## src/rtl/lookahead_adder_4bit_m_pkg.sv

```systemverilog
// Shared constants and result type for the 4-bit carry-lookahead adder.
package lookahead_adder_4bit_m_pkg;

  localparam int ADDER_W = 4;

  // Registered result: carry-out above the sum bits, so the packed value
  // reads directly as the 5-bit unsigned total.
  typedef struct packed {
    logic               carry;
    logic [ADDER_W-1:0] sum;
  } cla_result_t;

endpackage

```

## src/rtl/lookahead_adder_4bit_m_if.sv

```systemverilog
// Operand/result bundle for the lookahead adder. grp_g/grp_p are the
// combinational group generate/propagate terms used to cascade 4-bit slices.
import lookahead_adder_4bit_m_pkg::*;

interface lookahead_adder_4bit_m_if;
  logic [ADDER_W-1:0] A;
  logic [ADDER_W-1:0] B;
  logic               C0;
  logic [ADDER_W-1:0] F;
  logic               C4;
  logic               grp_g;
  logic               grp_p;

  modport master (output A, B, C0, input F, C4, grp_g, grp_p);
  modport slave  (input A, B, C0, output F, C4, grp_g, grp_p);
endinterface

```

## src/rtl/lookahead_adder_4bit_m_cla_carry_unit_4.sv

```systemverilog
// Flattened 4-bit lookahead carry unit: every carry is a two-level
// sum-of-products of g, p and c0, never of another computed carry.
import lookahead_adder_4bit_m_pkg::*;

module cla_carry_unit_4 (
  input  logic [ADDER_W-1:0] g,
  input  logic [ADDER_W-1:0] p,
  input  logic               c0,
  output logic [ADDER_W:1]   c,
  output logic               grp_g,
  output logic               grp_p
);

  assign c[1] = g[0] | (p[0] & c0);
  assign c[2] = g[1] | (p[1] & g[0]) | (p[1] & p[0] & c0);
  assign c[3] = g[2] | (p[2] & g[1]) | (p[2] & p[1] & g[0])
              | (p[2] & p[1] & p[0] & c0);
  assign c[4] = g[3] | (p[3] & g[2]) | (p[3] & p[2] & g[1])
              | (p[3] & p[2] & p[1] & g[0]) | (p[3] & p[2] & p[1] & p[0] & c0);

  // Group terms let a second-level unit treat this slice as one bit.
  assign grp_g = g[3] | (p[3] & g[2]) | (p[3] & p[2] & g[1])
               | (p[3] & p[2] & p[1] & g[0]);
  assign grp_p = p[3] & p[2] & p[1] & p[0];

endmodule

```

## src/rtl/lookahead_adder_4bit_m.sv

```systemverilog
// Registered 4-bit carry-lookahead adder: {C4, F} = A + B + C0, one cycle later.
import lookahead_adder_4bit_m_pkg::*;

module lookahead_adder_4bit_m (
  input  logic                     clk,
  input  logic                     rst,
  lookahead_adder_4bit_m_if.slave  bus
);

  logic [ADDER_W-1:0] g;
  logic [ADDER_W-1:0] p;
  logic [ADDER_W-1:0] sum_next;
  logic [ADDER_W:1]   c_la;
  logic [ADDER_W:0]   carry;
  cla_result_t        result_next;
  cla_result_t        result_reg;

  // carry[0] is the external carry-in; the rest come from the lookahead unit.
  assign carry = {c_la, bus.C0};

  genvar gi;
  generate
    for (gi = 0; gi < ADDER_W; gi++) begin : g_bit
      assign g[gi]        = bus.A[gi] & bus.B[gi];
      assign p[gi]        = bus.A[gi] ^ bus.B[gi];
      assign sum_next[gi] = p[gi] ^ carry[gi];
    end
  endgenerate

  cla_carry_unit_4 u_carry (
    .g     (g),
    .p     (p),
    .c0    (bus.C0),
    .c     (c_la),
    .grp_g (bus.grp_g),
    .grp_p (bus.grp_p)
  );

  assign result_next.carry = carry[ADDER_W];
  assign result_next.sum   = sum_next;

  // Output register; reset wins over the data path and drops any pending result.
  always_ff @(posedge clk) begin
    if (rst) begin
      result_reg <= '0;
    end else begin
      result_reg <= result_next;
    end
  end

  assign bus.F  = result_reg.sum;
  assign bus.C4 = result_reg.carry;

endmodule

```

## src/flat_wrapper.sv

```systemverilog
// flat-port wrapper written by rule: the top's interface ports become plain ports
module lookahead_adder_4bit_m_flat 
  (clk, rst, bus_A, bus_B, bus_C0, bus_F, bus_C4, bus_grp_g, bus_grp_p);
  lookahead_adder_4bit_m_if bus_i ();
  input  logic clk;
  input  logic rst;
  input wire logic [$bits(bus_i.A)-1:0] bus_A;
  input wire logic [$bits(bus_i.B)-1:0] bus_B;
  input wire logic [$bits(bus_i.C0)-1:0] bus_C0;
  output wire logic [$bits(bus_i.F)-1:0] bus_F;
  output wire logic [$bits(bus_i.C4)-1:0] bus_C4;
  output wire logic [$bits(bus_i.grp_g)-1:0] bus_grp_g;
  output wire logic [$bits(bus_i.grp_p)-1:0] bus_grp_p;
  assign bus_i.A = bus_A;
  assign bus_i.B = bus_B;
  assign bus_i.C0 = bus_C0;
  assign bus_F = bus_i.F;
  assign bus_C4 = bus_i.C4;
  assign bus_grp_g = bus_i.grp_g;
  assign bus_grp_p = bus_i.grp_p;
  lookahead_adder_4bit_m u_core (.clk(clk), .rst(rst), .bus(bus_i));
endmodule
```

## config.mk

```make
export PLATFORM = sky130hd
export DESIGN_NAME = lookahead_adder_4bit_m_flat
export DESIGN_NICKNAME = d
export VERILOG_FILES = /design/src/rtl/lookahead_adder_4bit_m_pkg.sv /design/src/rtl/lookahead_adder_4bit_m_if.sv /design/src/rtl/lookahead_adder_4bit_m_cla_carry_unit_4.sv /design/src/rtl/lookahead_adder_4bit_m.sv /design/src/flat_wrapper.sv
export SDC_FILE = /design/constraint.sdc
export NUM_CORES = 1
export LEC_CHECK = 0
export ABC_CLOCK_PERIOD_IN_PS = 2800
export CORE_AREA = 4 4 41 43
export CTS_BUF_LIST = sky130_fd_sc_hd__clkbuf_16
export CTS_CLUSTER_DIAMETER = 40
export DETAILED_ROUTE_END_ITERATION = 8
export DIE_AREA = 0 0 45 47
export GPL_TIMING_DRIVEN = 0
export HOLD_SLACK_MARGIN = 0.12
export PLACE_DENSITY = 0.59
export RECOVER_POWER = 50
export SLEW_MARGIN = 5
export SYNTH_ARGS = -nofsm -noshare
export SYNTH_HDL_FRONTEND = slang
export SYNTH_HIERARCHICAL = 1
export SYNTH_SLANG_ARGS = --single-unit
```

## constraint.sdc

```tcl
create_clock -name clk -period 2.8 [get_ports clk]
set_input_delay 0.56 -clock clk [delete_from_list [all_inputs] [get_ports clk]]
set_output_delay 0.56 -clock clk [all_outputs]
set_load 0.02 [all_outputs]
```

Word-level counts from Yosys, hierarchy flattened --
Index checks and enable logic that the tools add are counted.
Storage, ports and cells: flip-flop bits (word level) 5, input bits 11, word-level logic and storage cells 40
Operators by class: bitwise gates (word level) 38
Operators with widths (count):
- 1-bit bitwise AND | 20
- 1-bit OR | 10
- 1-bit XOR | 8

Logic depth before layout (Yosys ltp) --
depth after elaboration 6, mapped depth 6, depth with buffers taken out 6

Hierarchy --
Netlist, hierarchy kept.
Modules (own cells, without submodules):
- lookahead_adder_4bit_m | times used 1, cells each 18, area an instance 206.4 µm²
- cla_carry_unit_4 | times used 1, cells each 14, area an instance 75.1 µm²

Worst setup path after synthesis --
No wires, ideal clock.
path kind input to output, from input bus_A[2], to output bus_grp_p, arrival time 1.305 ns, slack 0.935 ns, stages on the path 3, buffers on the path 0, cells stage by stage ha_1 -> nand3_1 -> nor2_1
On the way: cells in the longest elaborated chain, start to end 4
RTL lines:
- from (decl) | RTL line flat_wrapper.sv:7 | input wire logic [$bits(bus_i.A)-1:0] bus_A;
- 1-bit XOR | RTL line lookahead_adder_4bit_m.sv:25 | assign p[gi] = bus.A[gi] ^ bus.B[gi];
- 1-bit bitwise AND (3 in a row) | RTL line lookahead_adder_4bit_m_cla_carry_unit_4.sv:24 | assign grp_p = p[3] & p[2] & p[1] & p[0];
- to (decl) | RTL line flat_wrapper.sv:13 | output wire logic [$bits(bus_i.grp_p)-1:0] bus_grp_p;
Every way passes these cells.

Worst setup path after layout --
from input bus_A[3], to output bus_grp_g
On the way: cells in the longest elaborated chain, start to end 5, elaborated cells on any way between the ends 10, those cells by class bitwise: 10
RTL lines:
- 1-bit XOR * | RTL line lookahead_adder_4bit_m.sv:25
- named net u_core.p[3] | RTL line lookahead_adder_4bit_m.sv:11 | logic [ADDER_W-1:0] p;
- 1-bit bitwise AND, on equally long branches | RTL line lookahead_adder_4bit_m_cla_carry_unit_4.sv:22, lookahead_adder_4bit_m_cla_carry_unit_4.sv:23
- 1-bit OR (tied with other cells) | RTL line lookahead_adder_4bit_m_cla_carry_unit_4.sv:22 | assign grp_g = g[3] | (p[3] & g[2]) | (p[3] & p[2] & g[1])
- 1-bit OR or 1-bit bitwise AND (tied branches) | RTL line lookahead_adder_4bit_m_cla_carry_unit_4.sv:22, lookahead_adder_4bit_m_cla_carry_unit_4.sv:23
- 1-bit OR * | RTL line lookahead_adder_4bit_m_cla_carry_unit_4.sv:23 | | (p[3] & p[2] & p[1] & g[0]);
- to (decl) | RTL line flat_wrapper.sv:12 | output wire logic [$bits(bus_i.grp_g)-1:0] bus_grp_g;
The timed path passes the listed nets; every way through them passes the cells marked *.

==> flow_summary.toml <==
[routing]
drt-pass1-iter-count = 3
ant_nets = 0
wl_per_cell_um = 8.353
viasPerCell = 4.029
num_vias = 274
drt_iter0_markers = 2
drc = 0
routed_wirelength_um = 568

[yosys]
seq_area_frac_synth_pct = 35.56
ys_ff_latch = 5
synth_warnings = 6
netlist_area_um2 = 281.5
synth_nets = 47
avgSynthCellArea_um2 = 8.798
synth_cells = 32
synth_cell_type_count = 15

[clock_network]
h-tree-depth = 1
clock_sinks = 5
ctsLongestPathBuffers = 2
cts_inserted_buffers = 3
post_cts_buffers = 0
path_clk_slew_ns = 0.03
cts_tree = "done"
clockRootBuffer = "clkbuf_16"

[cells_and_area]
final_common_cell = "clkdlybuf4s50_1"
layout-drive-gt1-share_pct = 9.434
nNetsFinal = 69
final_area_um2 = 554.3
antenna_cells = 0
syn_to_final_growth_pct = 96.89
layout_common_cells = "9 x clkdlybuf4s50_1, 6 x dlygate4sd3_1, 5 x nor2_1, 5 x dfxtp_1"
stdcell_count = 68

[worst_setup_path]
arrival_ns = 1.85
cp.required_ns = 2.24
crit_type = "in2out"
cp-start-kind = "primary input"
worst_setup_path_end_kind = "primary output"
crit_fanout = 5

[status]
status = "complete, no violations"

[sta]
maxSlewViolCount = 0
finalCritPeriodShare_pct = 85.99
slew_headroom_pct = 84.91
max_freq_ghz = 0.4153
worst_pin_slew_ns = 0.2260
whs_ns = 0.9790
tns_ns = 0
rsz0062_at_grt = "false"
hold_violations = 0
setup_viol = 0
finalCriticalPeriod_ns = 2.408

[placed_design]
placed_area_um2 = 470.5
gp_congestion = 0.7442
hpwlAfterDp_um = 508.8
io_buffers = 17
placed_cells = 64

[pwr]
powerDensity_mw_per_mm2 = 710.9
p_leak_nw = 0.2720
ir_drop_mv = 0.2858
power_w = 0.0003940

[min_path]
hp-class = "in2reg"
worstHoldPathCells = 2

[grt]
grt_start_max_net_pins = 7
antenna_found_initial = 0
grt-ovfl-total = 0
grt_usage_pct = 6.319
grt_first_pass_wirelength_um = 966
first_global_vias = 257

[floorplanning]
die_height_um = 47
core_area_mm2 = 0.001301
rows = 13
die-area_mm2 = 0.002115
start_util_pct = 21.63
die_w_um = 45
ios = 18

[job]
maxCapViolCount = 0
==> cells in the mapped netlist (all sizes together) <==
cell    count  area [um^2]
nand2       1        3.750
a21o        1        7.510
a21oi       3        18.77
inv         2        7.500
nand3       3        15.01
ha          4        50.05
o211ai      1        7.510
nand4       1        6.260
o21ai       1        5.000
nor2        5        18.77
nor2b       1        6.260
xnor2       4        35.03
dfxtp       5        100.1
==> cell type report <==
| cell class | instances | area (um^2) |
|---|---|---|
| inverters | 2 | 7.507 |
| well taps | 15 | 18.77 |
| clock buffers | 3 | 75.07 |
| multi-input cells | 25 | 173.9 |
| clock inverters | 1 | 3.754 |
| fillers | 149 | 747.0 |
| repair buffers | 17 | 175.2 |
| flip-flops and latches | 5 | 100.1 |
==> flip-flops by register name, summed over array words and instances, names as in the netlist <==
signal         count
u_core/bus.F       4
u_core/bus.C4      1
==> kinds of logic (layout without fill, tap and decap cells) <==
| logic type | count (synthesis) | after routing | share of synthesized area, % |
|---|---|---|---|
| DFF | 5 | 5 | 35.56 |
| xor gates and xnor gates | 4 | 4 | 12.44 |
| AOI/OAI and AO/OA | 6 | 6 | 13.78 |
| adders and majority gates | 4 | 4 | 17.78 |
| and+or+nand+nor | 11 | 11 | 17.78 |
| buffers and inverters | 2 | 23 | 2.664 |
==> metal layers <==
metal | up-vias | GRT usage (%) | part of all wire, % | wire length (um)
met5 | - | 0 | 0 | 0
met4 | 0 | 5.263 | 0 | 0
met3 | 0 | 1.916 | 13 | 72
met2 | 15 | 8.757 | 44 | 251
met1 | 108 | 7.955 | 43 | 244
li1 | 151 | - | - | -
==> worst paths after layout <==
path                      from                    endpoint  slack [ns]
worst min-delay path       rst  u_core/bus.F[0]$_SDFF_PP0_        0.98
worst max-delay path  bus_A[3]                   bus_grp_g        0.39
==> power by group <==
group	internal, W	switching [W]
clock	0.000184	0.0000403
sequential	0.0000804	0.00000153
combinational	0.0000459	0.0000417
==> through the flow <==
step           utilization (%)  setup slack, ns
3_5_place_dp             36.15          0.05343
2_1_floorplan                -           0.9347
3_3_place_gp             36.15          0.03581
6_report                 42.60           0.3923
4_1_cts                  42.21          0.04564
5_1_grt                  42.60           0.2752
==> worst max-delay path: stages <==
cell and delay (ns):
clkdlybuf4s50_1 0.40, ha_1 0.36, a21oi_1 0.21, nand3_1 0.10
dlymetal6s2s_1 0.21
==> what timing repair did <==
item                                    in CTS  in global routing
resized for setup                            0                  2
endpoints found under the hold margin        0                  0
hold buffers                                 0                  0
endpoints found under the setup margin       0                  2
Power figures use the tool's default switching activity.
